File: src/rtl/flappy_pkg.sv
// Shared definitions for the flappy game blocks (referee, column lights and pipes).
//   state_e   : referee game state (IDLE / PLAY / OVER)
//   ROWS      : default number of rows in a light column
//   SCORE_MAX : highest reachable score; the score counter saturates here
//   SCORE_W   : width of the score bus
package flappy_pkg;

  typedef enum logic [1:0] {
    IDLE = 2'd0,
    PLAY = 2'd1,
    OVER = 2'd2
  } state_e;

  localparam int unsigned ROWS      = 8;
  localparam int unsigned SCORE_MAX = 99;
  localparam int unsigned SCORE_W   = 7;

endpackage

File: src/rtl/tick_divider.sv
// Game tick divider: counts 0..TICK_DIV-1 while run is high and wraps.
//   clk   : system clock
//   reset : synchronous, active-high reset
//   run   : count enable; low clears the count to 0
//   tick  : high for the single cycle in which the count equals TICK_DIV-1
module tick_divider #(
  parameter int unsigned TICK_DIV = 8
) (
  input  logic clk,
  input  logic reset,
  input  logic run,
  output logic tick
);

  localparam int unsigned CNT_W = (TICK_DIV > 1) ? $clog2(TICK_DIV) : 1;
  localparam logic [CNT_W-1:0] CNT_MAX = CNT_W'(TICK_DIV - 1);

  logic [CNT_W-1:0] cnt_q;
  logic [CNT_W-1:0] cnt_d;

  // Next count: clear when stopped, wrap at the last value.
  always_comb begin
    cnt_d = cnt_q;
    if (!run) begin
      cnt_d = '0;
    end else if (cnt_q == CNT_MAX) begin
      cnt_d = '0;
    end else begin
      cnt_d = cnt_q + CNT_W'(1);
    end
  end

  always_ff @(posedge clk) begin
    if (reset) begin
      cnt_q <= '0;
    end else begin
      cnt_q <= cnt_d;
    end
  end

  // Decoded from the registered count; gated by run so a stale count never ticks.
  assign tick = run && (cnt_q == CNT_MAX);

endmodule

File: src/rtl/game_referee.sv
// Flappy game referee: start/crash FSM, game tick generation, flap capture and score.
//   clk         : system clock
//   reset       : synchronous, active-high reset
//   key_up      : synchronized flap key level, 1 = pressed
//   bird_col    : lit pixels of the bird column, bit 0 = bottom row
//   pipe_col    : pipe pixels in the bird column, bit 0 = bottom row
//   pipe_passed : one-cycle pulse when a pipe leaves the bird column
//   enable      : one-cycle game tick to all column lights
//   up          : flap command, meaningful only while enable = 1
//   gameOver    : sticky crash flag
//   score       : pipes cleared, saturating at SCORE_MAX
module game_referee #(
  parameter int unsigned TICK_DIV = 8,
  parameter int unsigned ROWS     = flappy_pkg::ROWS
) (
  input  logic                           clk,
  input  logic                           reset,
  input  logic                           key_up,
  input  logic [ROWS-1:0]                bird_col,
  input  logic [ROWS-1:0]                pipe_col,
  input  logic                           pipe_passed,
  output logic                           enable,
  output logic                           up,
  output logic                           gameOver,
  output logic [flappy_pkg::SCORE_W-1:0] score
);

  import flappy_pkg::*;

  state_e             state_q;
  state_e             state_d;
  logic               key_prev_q;
  logic               pending_q;
  logic               pending_d;
  logic [SCORE_W-1:0] score_q;
  logic [SCORE_W-1:0] score_d;

  logic key_rise;
  logic collide;
  logic run;
  logic tick;

  assign key_rise = key_up & ~key_prev_q;

  // A crash is any overlap with a pipe, or the bird having left the column entirely.
  assign collide = ((bird_col & pipe_col) != '0) || (bird_col == '0);

  assign run = (state_q == PLAY);

  tick_divider #(
    .TICK_DIV (TICK_DIV)
  ) u_tick_divider (
    .clk   (clk),
    .reset (reset),
    .run   (run),
    .tick  (tick)
  );

  // Next-state, flap capture, score and output decode.
  always_comb begin
    state_d   = state_q;
    pending_d = pending_q;
    score_d   = score_q;
    enable    = 1'b0;
    up        = 1'b0;
    gameOver  = 1'b0;

    unique case (state_q)
      IDLE: begin
        // The starting key press is consumed here and never becomes a flap.
        pending_d = 1'b0;
        if (key_rise) begin
          state_d = PLAY;
        end
      end

      PLAY: begin
        // The tick of a crashing cycle still goes out before the move to OVER.
        enable = tick;
        up     = tick & (pending_q | key_rise);
        if (tick) begin
          pending_d = 1'b0;
        end else if (key_rise) begin
          pending_d = 1'b1;
        end

        if (collide) begin
          state_d = OVER;
        end else if (pipe_passed && (score_q < SCORE_W'(SCORE_MAX))) begin
          score_d = score_q + SCORE_W'(1);
        end
      end

      OVER: begin
        gameOver  = 1'b1;
        pending_d = 1'b0;
      end

      default: begin
        state_d   = IDLE;
        pending_d = 1'b0;
      end
    endcase
  end

  always_ff @(posedge clk) begin
    if (reset) begin
      state_q    <= IDLE;
      key_prev_q <= 1'b0;
      pending_q  <= 1'b0;
      score_q    <= '0;
    end else begin
      state_q    <= state_d;
      key_prev_q <= key_up;
      pending_q  <= pending_d;
      score_q    <= score_d;
    end
  end

  assign score = score_q;

endmodule

File: config.mk
export PLATFORM = sky130hd
export DESIGN_NAME = game_referee
export DESIGN_NICKNAME = d
export VERILOG_FILES = /design/src/rtl/flappy_pkg.sv /design/src/rtl/tick_divider.sv /design/src/rtl/game_referee.sv
export SDC_FILE = /design/constraint.sdc
export NUM_CORES = 1
export LEC_CHECK = 0
export CAP_MARGIN = 40
export CORE_MARGIN = 3
export CORE_UTILIZATION = 40
export CTS_CLUSTER_DIAMETER = 200
export DETAILED_ROUTE_END_ITERATION = 6
export HOLD_SLACK_MARGIN = 0.08
export PLACE_DENSITY = 0.77
export REMOVE_ABC_BUFFERS = 1
export SLEW_MARGIN = 10
export SYNTH_ARGS = -nofsm -noshare
export SYNTH_HDL_FRONTEND = slang
export SYNTH_SLANG_ARGS = --single-unit
File: constraint.sdc
create_clock -name clk -period 2.7 [get_ports clk]
set_input_delay 0.54 -clock clk [delete_from_list [all_inputs] [get_ports clk]]
set_output_delay 0.54 -clock clk [all_outputs]
set_load 0.005 [all_outputs]
==> results of run 1 <==
## through the flow
stage | setup WS (ps) | hold WS (ps) | instances
after floorplan | 612.7 | 397.4 | 74
after global placement | 117.9 | 414.2 | 119
after detailed placement | 82.02 | 420.0 | 119
after CTS | 388.9 | 432.7 | 123
after global routing | 230.3 | 454.2 | 123
final | 397.8 | 424.1 | 123
## worst max-delay path by stage
stage | from | end | slack [ps] | cells after the start
floorplan | bird_col[4] | score[3]$_SDFFE_PP0P_ | 610 | 5
global placement | bird_col[5] | score[3]$_SDFFE_PP0P_ | 120 | 6
detailed placement | bird_col[5] | score[3]$_SDFFE_PP0P_ | 80 | 6
CTS | bird_col[0] | score[3]$_SDFFE_PP0P_ | 390 | 6
global route | bird_col[0] | score[3]$_SDFFE_PP0P_ | 230 | 6
finish | bird_col[5] | score[3]$_SDFFE_PP0P_ | 400 | 6
## critical path: cells and delay by family
family        cells  cell delay [ps]
simple gates      4             1190
mux               1              320
buf+inv           1              440
## report_power, final
part,switching [uW],internal (uW),total [uW]
clock network,71.7,82.0,154
registers,2.35,210,213
logic,19.1,35.2,54.2
total,93.1,328,421
## cell usage in the layout (no fill, tap or decap), types with 2 or more instances in the layout
cell type        netlist  layout
and2_1                 2       2
nor3_1                 3       3
inv_1                  4       4
nand4_1                2       2
clkbuf_4               0       3
and3_1                 2       2
clkdlybuf4s50_1        0      29
a31oi_1                2       2
a21oi_1                2       2
or4_2                  2       2
a41o_2                 2       2
nor2_1                10      10
dfxtp_1               14      14
nand2_1                4       4
a22oi_1                4       4
ha_1                   3       3
nor2b_1                5       5
## layout make-up
cell class                 instances  area (sq um)
sequential                        14         280.3
inverter                           4         15.01
timing repair buffer              29         290.3
fill                             148         528.0
clock buffer                       4         36.28
multi-input combinational         56         389.1
tap                               16         20.02
## state kept, by name, indices dropped and copies added, names as in the netlist
| signal | cells |
|---|---|
| key_prev_q | 1 |
| pending_q | 1 |
| score | 7 |
| state_q | 2 |
| u_tick_divider.cnt_q | 3 |
## cells by family after synthesis
logic type	Yosys count	synth area share [%]
AND/OR/NAND/NOR	35	29.82
buffers and inverters	5	2.726
flip-flops	14	40.73
multiplexers	2	3.091
XOR/XNOR	1	1.273
AO/OA/AOI/OAI	15	16.91
adder cells (fa/ha/maj)	3	5.455
## per-layer routing
metal / track usage [%] / routed length, microns / up-vias
li1: - / - / 340
met1: 20.23 / 727 / 298
met2: 24.60 / 761 / 16
met3: 6.767 / 77 / 0
met4: 3.315 / 0 / 0
met5: 0 / 0 / -
==> results.md, run 1 <==
* Post-CTS Setup Bufs at 0
* Fin nets at 131
* Setup violators final at 0
* Final Max Tran Viols at 0
* Clk buf depth at 2
* Status: finished, final reports clean
* Clock root cell: clkbuf_4
* Syn_area_per_cell at 9.175 sq um
* Dpl hpwl at 1288 microns
* Top post-synthesis cells by area: dfxtp_1 41%, ha_1 5.5%, nor2_1 5.5%
* CTS tree: yes
* Grt total ovfl at 0
* Via count at 654
* Leakage power at 0.0004019 uW
* Slowest-stage cell, CP: or4_2
* Worst Hold Path Cells at 1
* DR WL/cell at 12.73 microns
* Mapped cell area at 688.2 sq um
* Hold Path Sink: u_tick_divider.cnt_q[0]$_SDFF_PP0_
* Hold Fails Final Rpt at 0
* Reg2reg path depth at 5
* Clk_lat worst skew at 280 ps
* RSZ-0062 raised after global routing: no
* Synth area leader: dfxtp_1
* P per Cell Area at 408.1 nW/um^2
* Diode count at 0
* Required time of the critical path at 2880 ps
* 1st-pass router iterations at 4
* Largest stage delay on the critical path at 660 ps
* Count leader, synth: dfxtp_1
* Core ar. at 1559 sq um
* Pwr Total at 420.8 uW
* Number of synthesized flops with an enable pin at 0
* R2r endpoint: score[3]$_SDFFE_PP0P_
* Clk_skew at 9.443 ps
* Async SR Flop Fraction at 0%
* Initial core utilization at 44.14%
* Syn. warnings at 0
* #FFs+latches synth at 14
* Final Cell Area at 1031 sq um
* Placed cell area at 994.7 sq um
* CTS Buf Count at 3
* Critical path capture point type: flop
* Maximum fanout along the worst path at 10
* Worst VDD drop at 0.3436 mV
* CP Launch Type: primary input
* Mapped Cells at 75
* Final core occ at 66.13%
* Reg2reg setup slack at 640 ps
* Die area at 2254 sq um
* GRT Total Usage at 15.76%
* Die Ht at 47.48 microns
* Num ports at 30
* Worst Tran Pin Value at 540.4 ps
* First-pass GRT wire length at 2490 microns
* Pin count of the biggest net entering global routing at 15
* Worst EP arrival at 2480 ps
* 1st-iter DRT viols at 4
* # DRC at 0
* Rows at 14
* PortBufs at 29
* Synth Flop Type: dfxtp_1
* # clock sinks at 14
* F_max at 0.4344 GHz
* Fin crit period at 2302 ps
* CTS Hold Bufs at 0
* Seq/Total Area, Yosys at 40.73%
* Tcrit/Tclk final at 85.27%
* Initial antenna violation count at 0
* Layout area overhead at 49.82%
* R2R Path Start: score[1]$_SDFFE_PP0P_
* Share of cells above drive strength 1 at 11.21%
* WL final at 1566 microns
* Yosys cell types at 29
* Vias in the first global route at 582
* Final ANT Viol Nets at 0
* Final setup TNS at 0 ps
* WS Path Type: primary input to flop
* Vias/cell at 5.317
* H-tree depth at 1
* Die W at 47.48 microns
* CP Cell Sequence: clkdlybuf4s50_1, or4_2, nor2_1, nor4_4, nand4_1, mux2_1
* Worst Hold Class: flop to flop
* Max-slew headroom at 63.70%
* Max_cap viols at 0
* Post-CTS sizing at 0
* Clk slew on worst S/H paths at 90 ps
* Min-delay src: u_tick_divider.cnt_q[0]$_SDFF_PP0_
* Routability Congestion at 0.7584
* Post-synth top area share at 40.73%
* Synth cell count leaders: 14 x dfxtp_1, 10 x nor2_1, 5 x nor2b_1
Power figures use the tool's default switching activity.
==> inputs of run 2 (changes only) <==
--- a/config.mk
+++ b/config.mk
@@ -5,13 +5,14 @@
 export SDC_FILE = /design/constraint.sdc
 export NUM_CORES = 1
 export LEC_CHECK = 0
+export ABC_AREA = 1
 export CAP_MARGIN = 40
 export CORE_MARGIN = 3
 export CORE_UTILIZATION = 40
 export CTS_CLUSTER_DIAMETER = 200
 export DETAILED_ROUTE_END_ITERATION = 6
 export HOLD_SLACK_MARGIN = 0.08
-export PLACE_DENSITY = 0.77
+export PLACE_DENSITY = 0.74
 export REMOVE_ABC_BUFFERS = 1
 export SLEW_MARGIN = 10
 export SYNTH_ARGS = -nofsm -noshare
==> run 2 against run 1 <==
  * Via count increased by 21%
  * Core utilization decreased by 2.3 points
  * Critical path depth unchanged
  * Final cell count increased by 39%
  * Critical endpoint is now up
  * Synthesized cell count increased by 52%
  * Global-route usage increased by 0.84 points
  * Sequential share of layout area decreased by 2.5 points
  * Largest cell class unchanged
  * Clock-buffer cell count unchanged
  * Power increased by 2.2%
==> results.md, run 2 <==
* Mapped Cells at 114 (+52%)
* Critical path capture point type: output port
* Leakage power at 0.0004701 uW (+17%)
* 1st-iter DRT viols at 12 (+8)
* Routability Congestion at 0.8151 (+7.5%)
* Hold Path Sink: u_tick_divider.cnt_q[0]$_SDFF_PP0_
* Post-CTS sizing at 0 (unchanged)
* Final Cell Area at 1137 sq um (+10%)
* PortBufs at 29 (unchanged)
* Clk slew on worst S/H paths at 80 ps (about the same)
* 1st-pass router iterations at 4 (unchanged)
* CTS Buf Count at 3 (unchanged)
* CP Launch Type: primary input
* Count leader, synth: nand2_1
* Share of cells above drive strength 1 at 10.27% (-0.94 points)
* CTS tree: yes
* WL met3 at 101 microns (+31%)
* Layout area overhead at 45.21%
* Worst VDD drop at 0.2846 mV (-17%)
* Post-CTS Setup Bufs at 0 (unchanged)
* WL final at 1819 microns (+16%)
* Clk_lat worst skew at 280 ps (about the same)
* Synth cell count leaders: 28 x nand2_1, 24 x nor2_1, 14 x dfxtp_1
* Reg2reg setup slack at 1390 ps (+750 ps)
* Grt total ovfl at 0 (unchanged)
* R2r endpoint: score[2]$_SDFFE_PP0P_
* Most frequent cells in the layout: 29 x clkdlybuf4s50_1, 28 x nand2_1, 24 x nor2_1, 14 x dfxtp_1, 11 x inv_1
* Worst EP arrival at 1900 ps (-580 ps)
* Max_cap viols at 0 (unchanged)
* Pin count of the biggest net entering global routing at 11 (-4)
* CP startpoint: key_up
* Initial antenna violation count at 0 (unchanged)
* Max-slew headroom at 78.57% (+15 points)
* F_max at 0.4099 GHz (-5.6%)
* Reg2reg path depth at 6 (+1)
* Vias/cell at 4.626 (-13%)
* First-pass GRT wire length at 3298 microns (+32%)
* Placed cell area at 1101 sq um (+11%)
* Commonest non-fill, non-tap cell in the layout: clkdlybuf4s50_1
* Cell internal pwr at 329.5 uW (+0.57%)
* # DRC at 0 (unchanged)
* Syn. warnings at 0 (unchanged)
* Post-synth top area share at 35.78% (-4.9 points)
* Core ar. at 1783 sq um (+14%)
* Initial core utilization at 43.93% (-0.21 points)
* Fin crit period at 2439 ps (+137.3 ps)
* Max reg flops at 7 (unchanged)
* Via count at 791 (+21%)
* Sequential power share at 49.6% (-1.0 points)
* Vias in the first global route at 774 (+33%)
* Synth area leader: dfxtp_1
* Post-Route M1 WL at 861 microns (+18%)
* Synth Flop Type: dfxtp_1
* Die area at 2525 sq um (+12%)
* Hold Fails Final Rpt at 0 (unchanged)
* Final ANT Viol Nets at 0 (unchanged)
* Async SR Flop Fraction at 0% (unchanged)
* Top post-synthesis cells by area: dfxtp_1 36%, nand2_1 13%, nor2_1 12%
* Syn_area_per_cell at 6.871 sq um (-25%)
* Final core occ at 63.79% (-2.3 points)
* Dpl hpwl at 1413 microns (+9.7%)
* Worst Hold Class: flop to flop
* Die W at 50.25 microns (+5.8%)
* Multi-input logic area at 442.9 sq um (+14%)
* GRT Total Usage at 16.59% (+0.84 points)
* Number of synthesized flops with an enable pin at 0 (unchanged)
* Combinational share of power at 15.8% (+2.9 points)
* Clock root cell: clkbuf_4
* Diode count at 0 (unchanged)
* FILL cells at 156 (+5.4%)
* R2R Path Start: score[2]$_SDFFE_PP0P_
* Rows at 15 (+1)
* Met2 WL at 856 microns (+12%)
* WS Path Type: primary input to output port
* Max Used Layer: met3
* Final setup TNS at 0 ps (unchanged)
* Fin nets at 170 (+30%)
* Die Ht at 50.25 microns (+5.8%)
* CTS Hold Bufs at 0 (unchanged)
* Mapped cell area at 783.3 sq um (+14%)
* Min-delay src: u_tick_divider.cnt_q[0]$_SDFF_PP0_
* P per Cell Area at 378.1 nW/um^2 (-7.4%)
* Worst Tran Pin Value at 320.4 ps (-220.0 ps)
* Maximum fanout along the worst path at 2 (-8)
* Seq/Total Area, Yosys at 35.78% (-4.9 points)
* Clk_skew at 7.595 ps (-1.848 ps)
* Worst Hold Path Cells at 1 (unchanged)
* Sw Share at 23.37% (+1.2 points)
* Yosys cell types at 22 (-24%)
* Required time of the critical path at 2160 ps (-720 ps)
* Clk buf depth at 2 (unchanged)
* Clock power share at 34.6% (-1.9 points)
* Status: finished, final reports clean
* H-tree depth at 1 (unchanged)
* RSZ-0062 raised after global routing: no
* #FFs+latches synth at 14 (unchanged)
* Sw power at 100.5 uW (+7.9%)
* FF/Latch Area at 280.3 sq um (unchanged)
* Tcrit/Tclk final at 90.35% (+5.1 points)
* # clock sinks at 14 (unchanged)
* DR WL/cell at 10.64 microns (-16%)
* Final Max Tran Viols at 0 (unchanged)
* Setup violators final at 0 (unchanged)
* Num ports at 30 (unchanged)
-- run 2: cell count changes in the layout (fill, tap and decap cells not counted), sizes merged, moves of 5 or more --
| cell | before | now |
|---|---|---|
| a21oi | 2 | 7 |
| inv | 4 | 13 |
| nand2 | 4 | 29 |
| nand3 | 0 | 6 |
| nand4 | 2 | 7 |
| nor2 | 10 | 28 |
| nor2b | 5 | 0 |
-- run 2: per-layer routing --
metal  GRT usage [%]  vias up
li1                -      428
met1           20.66      342
met2           28.04       21
met3           6.231        0
met4           1.382        0
met5               0        -
-- run 2: cells by family after synthesis --
kind of cell	after synthesis	share of synthesized area [%]
xor+xnor	3	3.355
fa+ha+maj	3	4.793
simple gates	71	41.85
flops	14	35.78
buf+inv	15	7.667
compound gates	8	6.550
-- run 2: power groups by stage --
stage	clock, uW	combinational, uW	sequential [uW]
after detailed placement	0	67.7	218
after global routing	164	75.8	214
after CTS	154	68.4	213
final	149	67.8	213
after floorplan	0	29.5	218
after global placement	0	66.9	218
-- run 2: final cells by class --
cell class	count	area share, %
clock buffers	4	3.190
inverters	14	4.950
multi-input cells	85	38.94
flip-flops and latches	14	24.64
well taps	25	2.750
repair buffers	29	25.52
-- run 2: how the worst max path moves through the flow --
stage,endpoint,depth (start not counted)
2_1_floorplan,up,4
3_3_place_gp,up,6
3_5_place_dp,up,6
4_1_cts,up,6
5_1_grt,up,6
6_report,up,6
-- run 2: critical path: stages --
cell,delay [ps]
clkdlybuf4s50_1,460
inv_1,50
nor2_1,120
nor2_1,70
nor3_1,140
clkdlybuf4s50_1,530
-- run 2: metrics by stage --
step	hold WS [ps]	setup WS [ps]	power, uW	std cells
floorplan	399.2	1265	247.2	113
global placement	409.6	313.2	284.8	167
detailed placement	425.9	267.3	285.8	167
CTS	438.0	261.2	435.7	171
global route	465.9	165.9	454.3	171
finish	437.6	260.6	430.0	171
